<file path="config.mk">
export PLATFORM = sky130hd
export DESIGN_NAME = led_breathe
export DESIGN_NICKNAME = d
export VERILOG_FILES = /design/src/rtl/led_pkg.sv /design/src/rtl/led_pwm.sv /design/src/rtl/led_breathe.sv
export SDC_FILE = /design/constraint.sdc
export NUM_CORES = 1
export LEC_CHECK = 0
export ABC_AREA = 1
export CAP_MARGIN = 25
export CORE_MARGIN = 3
export CORE_UTILIZATION = 65
export CTS_BUF_LIST = sky130_fd_sc_hd__clkbuf_8
export CTS_CLUSTER_SIZE = 8
export DETAILED_ROUTE_END_ITERATION = 6
export PLACE_DENSITY = 0.95
export RECOVER_POWER = 100
export SETUP_SLACK_MARGIN = 0.1
export SKIP_CTS_REPAIR_TIMING = 1
export SLEW_MARGIN = 10
export SYNTH_ARGS = -nofsm -noshare
export SYNTH_HDL_FRONTEND = slang
export SYNTH_SLANG_ARGS = --single-unit
export TNS_END_PERCENT = 100
</file>
<file path="constraint.sdc">
create_clock -name clk_i -period 4.9 [get_ports clk_i]
set_input_delay 0.735 -clock clk_i [delete_from_list [all_inputs] [get_ports clk_i]]
set_output_delay 0.735 -clock clk_i [all_outputs]
set_load 0.02 [all_outputs]
</file>
<file path="src/rtl/led_pkg.sv">
// Shared definitions for the LED output stage: mode encodings, FSM state
// encoding and the helpers that map between modes and states.
package led_pkg;

  localparam logic [1:0] MODE_OFF     = 2'b00;
  localparam logic [1:0] MODE_ON      = 2'b01;
  localparam logic [1:0] MODE_BLINK   = 2'b10;
  localparam logic [1:0] MODE_BREATHE = 2'b11;

  typedef enum logic [2:0] {
    S_OFF     = 3'd0,
    S_ON      = 3'd1,
    S_BLINK   = 3'd2,
    S_UP      = 3'd3,
    S_HOLD_HI = 3'd4,
    S_DN      = 3'd5,
    S_HOLD_LO = 3'd6
  } state_t;

  // The mode a state belongs to; all four breathe states count as one mode.
  function automatic logic [1:0] state_mode(state_t s);
    case (s)
      S_ON:                               state_mode = MODE_ON;
      S_BLINK:                            state_mode = MODE_BLINK;
      S_UP, S_HOLD_HI, S_DN, S_HOLD_LO:   state_mode = MODE_BREATHE;
      default:                            state_mode = MODE_OFF;
    endcase
  endfunction

  // The state a freshly selected mode starts in.
  function automatic state_t mode_entry(logic [1:0] m);
    case (m)
      MODE_ON:      mode_entry = S_ON;
      MODE_BLINK:   mode_entry = S_BLINK;
      MODE_BREATHE: mode_entry = S_UP;
      default:      mode_entry = S_OFF;
    endcase
  endfunction

endpackage

</file>
<file path="src/rtl/led_pwm.sv">
// PWM back end: free-running counter, wrap pulse, optional gamma stage and
// the registered duty compare that drives the LED pin.
// Optional feature macro: LED_GAMMA_EN (square-law duty, one extra cycle of latency).
module led_pwm
  import led_pkg::*;
#(
  parameter int PWM_BITS = 8
) (
  input  logic                clk_i,
  input  logic                rst_n_i,
  input  logic                en_i,
  input  logic                force_on,
  input  logic [PWM_BITS-1:0] duty,
  output logic                led_o,
  output logic                period_o
);

  logic [PWM_BITS-1:0] pwm_cnt_q, pwm_cnt_d;
  logic [PWM_BITS-1:0] duty_eff;
  logic                period_q, period_d;
  logic                led_q, led_d;

`ifdef LED_GAMMA_EN
  logic [PWM_BITS-1:0]   duty_eff_q, duty_eff_d;
  logic [2*PWM_BITS-1:0] duty_sq;

  // Square the duty and keep the top half so the ramp looks perceptually even.
  always_comb begin
    duty_sq    = {{PWM_BITS{1'b0}}, duty} * {{PWM_BITS{1'b0}}, duty};
    duty_eff_d = duty_sq[2*PWM_BITS-1:PWM_BITS];
  end

  // Register the corrected duty to keep the multiplier off the compare path.
  always_ff @(posedge clk_i or negedge rst_n_i) begin
    if (!rst_n_i) duty_eff_q <= '0;
    else          duty_eff_q <= duty_eff_d;
  end

  assign duty_eff = duty_eff_q;
`else
  assign duty_eff = duty;
`endif

  // Counter advance, wrap pulse and LED compare; everything freezes and the LED goes dark when disabled.
  always_comb begin
    pwm_cnt_d = pwm_cnt_q;
    period_d  = 1'b0;
    led_d     = 1'b0;
    if (en_i) begin
      pwm_cnt_d = pwm_cnt_q + PWM_BITS'(1);
      period_d  = (pwm_cnt_d == '0);
      led_d     = force_on | (duty_eff > pwm_cnt_q);
    end
  end

  // PWM state registers.
  always_ff @(posedge clk_i or negedge rst_n_i) begin
    if (!rst_n_i) begin
      pwm_cnt_q <= '0;
      period_q  <= 1'b0;
      led_q     <= 1'b0;
    end else begin
      pwm_cnt_q <= pwm_cnt_d;
      period_q  <= period_d;
      led_q     <= led_d;
    end
  end

  assign led_o    = led_q;
  assign period_o = period_q;

endmodule

</file>
<file path="src/rtl/led_breathe.sv">
// LED output stage: mode FSM (off/on/blink/breathe) with its step, hold and
// blink counters, feeding the led_pwm back end.
// Optional feature macro: LED_GAMMA_EN (handled inside led_pwm; level_o stays linear).
module led_breathe
  import led_pkg::*;
#(
  parameter int PWM_BITS    = 8,
  parameter int STEP_DIV    = 4,
  parameter int HOLD_TICKS  = 64,
  parameter int BLINK_TICKS = 32
) (
  input  logic                clk_i,
  input  logic                rst_n_i,
  input  logic                tick_i,
  input  logic                en_i,
  input  logic [1:0]          mode_i,
  output logic                led_o,
  output logic [PWM_BITS-1:0] level_o,
  output logic                period_o
);

  localparam int STEP_W  = (STEP_DIV    > 1) ? $clog2(STEP_DIV)    : 1;
  localparam int HOLD_W  = (HOLD_TICKS  > 1) ? $clog2(HOLD_TICKS)  : 1;
  localparam int BLINK_W = (BLINK_TICKS > 1) ? $clog2(BLINK_TICKS) : 1;

  localparam logic [STEP_W-1:0]   STEP_LAST  = STEP_W'(STEP_DIV - 1);
  localparam logic [HOLD_W-1:0]   HOLD_LAST  = HOLD_W'(HOLD_TICKS - 1);
  localparam logic [BLINK_W-1:0]  BLINK_LAST = BLINK_W'(BLINK_TICKS - 1);
  localparam logic [PWM_BITS-1:0] LVL_MAX    = {PWM_BITS{1'b1}};
  localparam logic [PWM_BITS-1:0] LVL_ONE    = PWM_BITS'(1);

  state_t               state_q, state_d;
  logic [PWM_BITS-1:0]  level_q, level_d;
  logic [STEP_W-1:0]    step_q, step_d;
  logic [HOLD_W-1:0]    hold_q, hold_d;
  logic [BLINK_W-1:0]   blink_q, blink_d;
  logic                 tick_ok;
  logic                 force_on;

  // A tick sharing the cycle with period_o is dropped so mode switching never races a step.
  assign tick_ok  = tick_i & en_i & ~period_o;
  assign force_on = (state_q == S_ON);

  // Next-state logic: a new mode is only taken at the PWM wrap; otherwise the current mode runs.
  always_comb begin
    state_d = state_q;
    level_d = level_q;
    step_d  = step_q;
    hold_d  = hold_q;
    blink_d = blink_q;
    if (period_o && (mode_i != state_mode(state_q))) begin
      state_d = mode_entry(mode_i);
      step_d  = '0;
      hold_d  = '0;
      blink_d = '0;
      level_d = (mode_i == MODE_ON) ? LVL_MAX : '0;
    end else begin
      case (state_q)
        S_OFF: level_d = '0;
        S_ON:  level_d = LVL_MAX;
        S_BLINK: begin
          if (tick_ok) begin
            if (blink_q == BLINK_LAST) begin
              blink_d = '0;
              level_d = (level_q == '0) ? LVL_MAX : '0;
            end else begin
              blink_d = blink_q + BLINK_W'(1);
            end
          end
        end
        S_UP: begin
          if (tick_ok) begin
            if (step_q == STEP_LAST) begin
              step_d = '0;
              if (level_q != LVL_MAX) level_d = level_q + LVL_ONE;
              if (level_q >= LVL_MAX - LVL_ONE) begin
                state_d = S_HOLD_HI;
                hold_d  = '0;
              end
            end else begin
              step_d = step_q + STEP_W'(1);
            end
          end
        end
        S_HOLD_HI: begin
          if (tick_ok) begin
            if (hold_q == HOLD_LAST) begin
              state_d = S_DN;
              hold_d  = '0;
              step_d  = '0;
            end else begin
              hold_d = hold_q + HOLD_W'(1);
            end
          end
        end
        S_DN: begin
          if (tick_ok) begin
            if (step_q == STEP_LAST) begin
              step_d = '0;
              if (level_q != '0) level_d = level_q - LVL_ONE;
              if (level_q <= LVL_ONE) begin
                state_d = S_HOLD_LO;
                hold_d  = '0;
              end
            end else begin
              step_d = step_q + STEP_W'(1);
            end
          end
        end
        S_HOLD_LO: begin
          if (tick_ok) begin
            if (hold_q == HOLD_LAST) begin
              state_d = S_UP;
              hold_d  = '0;
              step_d  = '0;
            end else begin
              hold_d = hold_q + HOLD_W'(1);
            end
          end
        end
        default: begin
          state_d = S_OFF;
          level_d = '0;
        end
      endcase
    end
  end

  // FSM and counter registers.
  always_ff @(posedge clk_i or negedge rst_n_i) begin
    if (!rst_n_i) begin
      state_q <= S_OFF;
      level_q <= '0;
      step_q  <= '0;
      hold_q  <= '0;
      blink_q <= '0;
    end else begin
      state_q <= state_d;
      level_q <= level_d;
      step_q  <= step_d;
      hold_q  <= hold_d;
      blink_q <= blink_d;
    end
  end

  assign level_o = level_q;

  led_pwm #(
    .PWM_BITS (PWM_BITS)
  ) u_pwm (
    .clk_i    (clk_i),
    .rst_n_i  (rst_n_i),
    .en_i     (en_i),
    .force_on (force_on),
    .duty     (level_q),
    .led_o    (led_o),
    .period_o (period_o)
  );

endmodule

</file>
# Word level (Yosys, flattened, before mapping)
# Cells that the tools add are included.
# Widths: inputs -> output; s select.
[word_totals]
register_bits = 34
latch_bits = 0
mem_bits_rw = 0
romBits = 0
in_bits = 6
output_inout_bits = 10
mem_count = 0
[op_classes]
addsub = 6
mul = 0
div = 0
n_lt_le_gt_ge = 3
eq_ne = 33
shifts = 0
n_mux = 48
bitwise_logic = 4
reduce_logical = 18
[ops]
columns = ["cell", "n"]
rows = [
  ["$mux 8", 11],
  ["$mux 6", 9],
  ["$ne 3x3->1 const B", 14],
  ["$pmux 8 s5", 1],
  ["$mux 3", 11],
  ["$mux 5", 4],
  ["$pmux 6 s3", 1],
  ["$add 8x1->8 const B", 2],
  ["$logic_not 8->1", 2],
  ["$pmux 3 s5", 1],
  ["$pmux 2 s3", 2],
  ["$reduce_and 11->1", 1],
  ["$mux 2", 5],
  ["$eq 3x3->1 const B", 3],
  ["$ne 3x1->1 const B", 3],
  ["$reduce_and 9->1", 1],
  ["$ge 8x8->1 const B", 1],
  ["$gt 8x8->1", 1],
  ["$le 8x1->1 const B", 1],
  ["$ne 8x8->1 const B", 1],
  ["$reduce_and 8->1", 1],
  ["$reduce_bool 8->1", 1],
  ["$sub 8x1->8 const B", 1],
  ["$add 6x1->6 const B", 1],
  ["other kinds (25)", 33],
]

# Depth between registers and ports, before layout
[depth]
depth_word = 7
mapped_depth = 14
depth_no_buf = 13

# By module
# From an unflattened synthesis, not the netlist that was laid out.
[unflattened]
cells_unflattened = 416
area_unflattened_um2 = 2747.6
[by_module_without_submodules]
columns = ["module", "n_inst", "cells_per_inst", "area_per_inst_um2"]
rows = [
  ["led_breathe", 1, 324, 2028.2],
  ["led_pwm", 1, 92, 719.4],
]

# Least setup slack after synthesis
# Ideal clock, no wire load.
[synth_timing]
kind = "reg-to-reg"
from = "register level_q[0], in the netlist level_o[0]"
to = "register state_q[0]"
setup_time_ns = 0.117
arrival_ns = 1.787
required_time_ns = 4.783
setup_slack_ns = 2.996
path_stages_with_launch = 12
n_path_buf = 0
path_cell_list = "dfrtp_1 inv_1 ha_1 nand3_1 inv_1 nand2_1 nand3_1 nand2_1 o31ai_1 nand2_1 nand2_1 nand2_1"
[synth_between]
elab_chain_cells = 3
[synth_lines]
columns = ["item", "line", "text"]
rows = [
  ["from (decl)", "led_breathe.sv:33", "logic [PWM_BITS-1:0] level_q, level_d;"],
  ["from (signal assigned)", "led_breathe.sv:139", "level_q <= level_d;"],
  ["$le 8x1->1 / $ge 8x8->1 (equally long branches)", "led_breathe.sv:101, led_breathe.sv:76", ""],
  ["$ne 3x3->1 (no source line)", "n/a", ""],
  ["$reduce_and 11->1 (no source line) (*)", "n/a", ""],
  ["to (signal assigned)", "led_breathe.sv:138", "state_q <= state_d;"],
  ["to (decl)", "led_breathe.sv:32", "state_t state_q, state_d;"],
]
# Every way passes the cells marked *; elsewhere a longest branch is shown, timed or not.
# A chain may end at the register's enable or synchronous reset.

# Worst setup path after layout
[layout_timing]
from = "input port en_i"
to = "register level_q[1], in the netlist level_o[1]"
[layout_between]
elab_chain_cells = 4
[layout_lines]
columns = ["item", "line", "text"]
rows = [
  ["from (decl)", "led_breathe.sv:15", "input logic en_i,"],
  ["$and 1x1->1 (*) (2 in series)", "led_breathe.sv:41", "assign tick_ok = tick_i & en_i & ~period_o;"],
  ["$ne 3x3->1 (no source line)", "n/a", ""],
  ["$reduce_and 9->1 (no source line) (*)", "n/a", ""],
]
# Marked as above.

==> flow_summary.yaml <==
run_status:
  outcome: "complete, but fails checks"
  violations: "max-capacitance violations, max-slew violations"
detailed_routing:
  detail-route-antenna-nets: 0
  drt_wl_total_um: 6010
  route.detailed.drc: 0
  vias_per_cell: 5.77
  first_iter_violations: 201
  wl_per_cell_um: 13.7
  vias: 2532
  dr.pass1.iters: 5
synth:
  synth_warnings: 0
  ys_ff_latch: 34
  synth_edf_count: 0
  synth.distinct_cells: 34
  async_flop_share: 1.00
  synth_area_mm2: 0.00264
  synth_flop_cell: "dfrtp_1"
  syn-num-nets: 396
  syn_area_per_cell_um2: 7.11
  ys_seq_area_frac: 0.322
  synth_cells: 372
die:
  die_area_mm2: 0.00487
  start_util: 0.696
  die_w_um: 69.8
  die_h_um: 69.8
  ioPinCount: 16
  core-area_mm2: 0.00380
  rows: 22
final_layout:
  antennaDiodeCount: 0
  area_growth_pct: 8.66
  drive_gt1_frac: 0.0588
  final_nets: 414
  layout_common_cells: "112 x nand2_1, 50 x nand3_1, 36 x inv_1"
  final_common_cell: "nand2_1"
placed_design:
  dpl.hpwl_um: 4390
  place.gp.congestion: 0.901
  dp_slack_ns: 2.05
  port_buffers: 15
clock_tree:
  cts_made_buffers: 5
  htree_levels: 2
  clk_latency_ns: 0.29
  cts_tree: "built"
  root_buffer: "clkbuf_8"
  cts.clk_slew.worst_paths_ns: 0.08
  cts_buffer_depth: 2
  clkSinkCount: 34
setup_path:
  critPathLaunchType: "input port"
  path_max_fanout: 16
  arrival_ns: 3.40
  end_kind: "register"
  cp.required_ns: 5.01
  critical_path_class: "in2reg"
  r2r_slack_ns: 1.99
  reg2reg_from: "blink_q[0]"
  reg2reg_depth: 9
  r2r-end: "level_o[1]"
  crit_start: "en_i"
hold_path:
  holdPathEnd: "blink_q[4]"
  worstHoldPathType: "reg2reg"
  whs_path_depth: 2
  min-delay-start: "blink_q[4]"
timing:
  max_freq_mhz: 304
  layout_setup_ws_ns: 1.61
  final.period_utilization: 0.671
  slew_viol_final: 52
  fin_crit_ns: 3.29
  rsz0062_at_grt: "no"
  finalHoldViolCount: 0
  relSlewSlack: -0.247
  setup_viol: 0
  clock_skew_ns: 0.00787
  final.setup.tns_ns: 0
  worst_slew_pin_slew_ns: 1.87
grt:
  antenna_found_initial: 0
  grt_overflow: 0
  track_usage: 0.261
  grt_pass1_wl_um: 10500
  grt_start_max_net_pins: 35
  grt_pass1_vias: 2485
pwr:
  total_power_mw: 0.822
  power_density_mw_per_mm2: 286
  ir_drop_uv: 290
  p_leak_nw: 1.49
job:
  maxCapViolCount: 2
[how the worst max path moves through the flow]
stage	to	depth (start not counted)
6_report	level_o[1]	6
5_1_grt	level_o[6]	6
4_1_cts	level_o[7]	8
3_5_place_dp	level_o[7]	8
3_3_place_gp	level_o[7]	8
2_1_floorplan	state_q[0]	11
[area by class of cell]
type | instances | area [um2]
multi-input cells | 293 | 1570
fillers | 266 | 926
flip-flops and latches | 34 | 851
repair buffers | 16 | 154
inverters | 40 | 150
clock buffers | 6 | 82.6
well taps | 48 | 60.1
clock inverters | 2 | 8.76
[per-layer routing]
layer	vias to the layer above	track usage	wire length (um)
met5	-	0	0
met2	113	0.435	2850
met3	15	0.0609	395
met4	0	0.109	109
met1	1147	0.321	2650
li1	1257	-	-
[worst max-delay path: stages]
cell and delay, ns:
dlygate4sd3_1 0.83, nand4_1 0.16, a21oi_1 0.15, nand3_1 0.10
o31ai_1 1.23, o21ai_0 0.20
[report_power, final]
part / internal (mW) / total (mW) / switching (mW)
Sequential: 0.317 / 0.358 / 0.0409
Clock: 0.111 / 0.219 / 0.107
Combinational: 0.0927 / 0.246 / 0.153
[state kept, by name, summed over array words and instances (netlist names)]
| register | count |
|---|---|
| hold_q | 6 |
| u_pwm.led_o | 1 |
| u_pwm.period_o | 1 |
| state_q | 3 |
| u_pwm.pwm_cnt_q | 8 |
| step_q | 2 |
| level_o | 8 |
| blink_q | 5 |
[cell usage after synthesis, types with 4 or more instances]
master,count,area share
o21ai_0,17,0.032
inv_1,35,0.050
o21ai_1,8,0.015
o211ai_1,5,0.014
a21oi_1,11,0.021
xor2_1,10,0.033
nor3_1,5,0.0095
nor2_1,28,0.040
nand3b_1,4,0.011
nand3_1,49,0.093
dfrtp_1,34,0.32
nand2_1,110,0.16
inv_2,5,0.0071
ha_1,18,0.085
nand2_2,4,0.0095
[through the flow]
| stage | instance area [um2] | hold WS (ns) | instances | utilization |
|---|---|---|---|---|
| 2_1_floorplan | 2640 | 0.439 | 372 | - |
| 3_3_place_gp | 2820 | 0.463 | 431 | 0.743 |
| 3_5_place_dp | 2820 | 0.470 | 431 | 0.743 |
| 4_1_cts | 2910 | 0.486 | 439 | 0.767 |
| 5_1_grt | 2870 | 0.509 | 439 | 0.756 |
| 6_report | 2870 | 0.484 | 439 | 0.756 |
[cells by family (layout without fill, tap and decap cells)]
| logic type | count (synthesis) | count (layout) | synth area share |
|---|---|---|---|
| compound gates | 49 | 49 | 0.113 |
| xor+xnor | 12 | 12 | 0.0398 |
| fa+ha+maj | 18 | 18 | 0.0852 |
| buf+inv | 45 | 64 | 0.0715 |
| flops | 34 | 34 | 0.322 |
| simple gates | 214 | 214 | 0.369 |
Power figures use the tool's default switching activity.
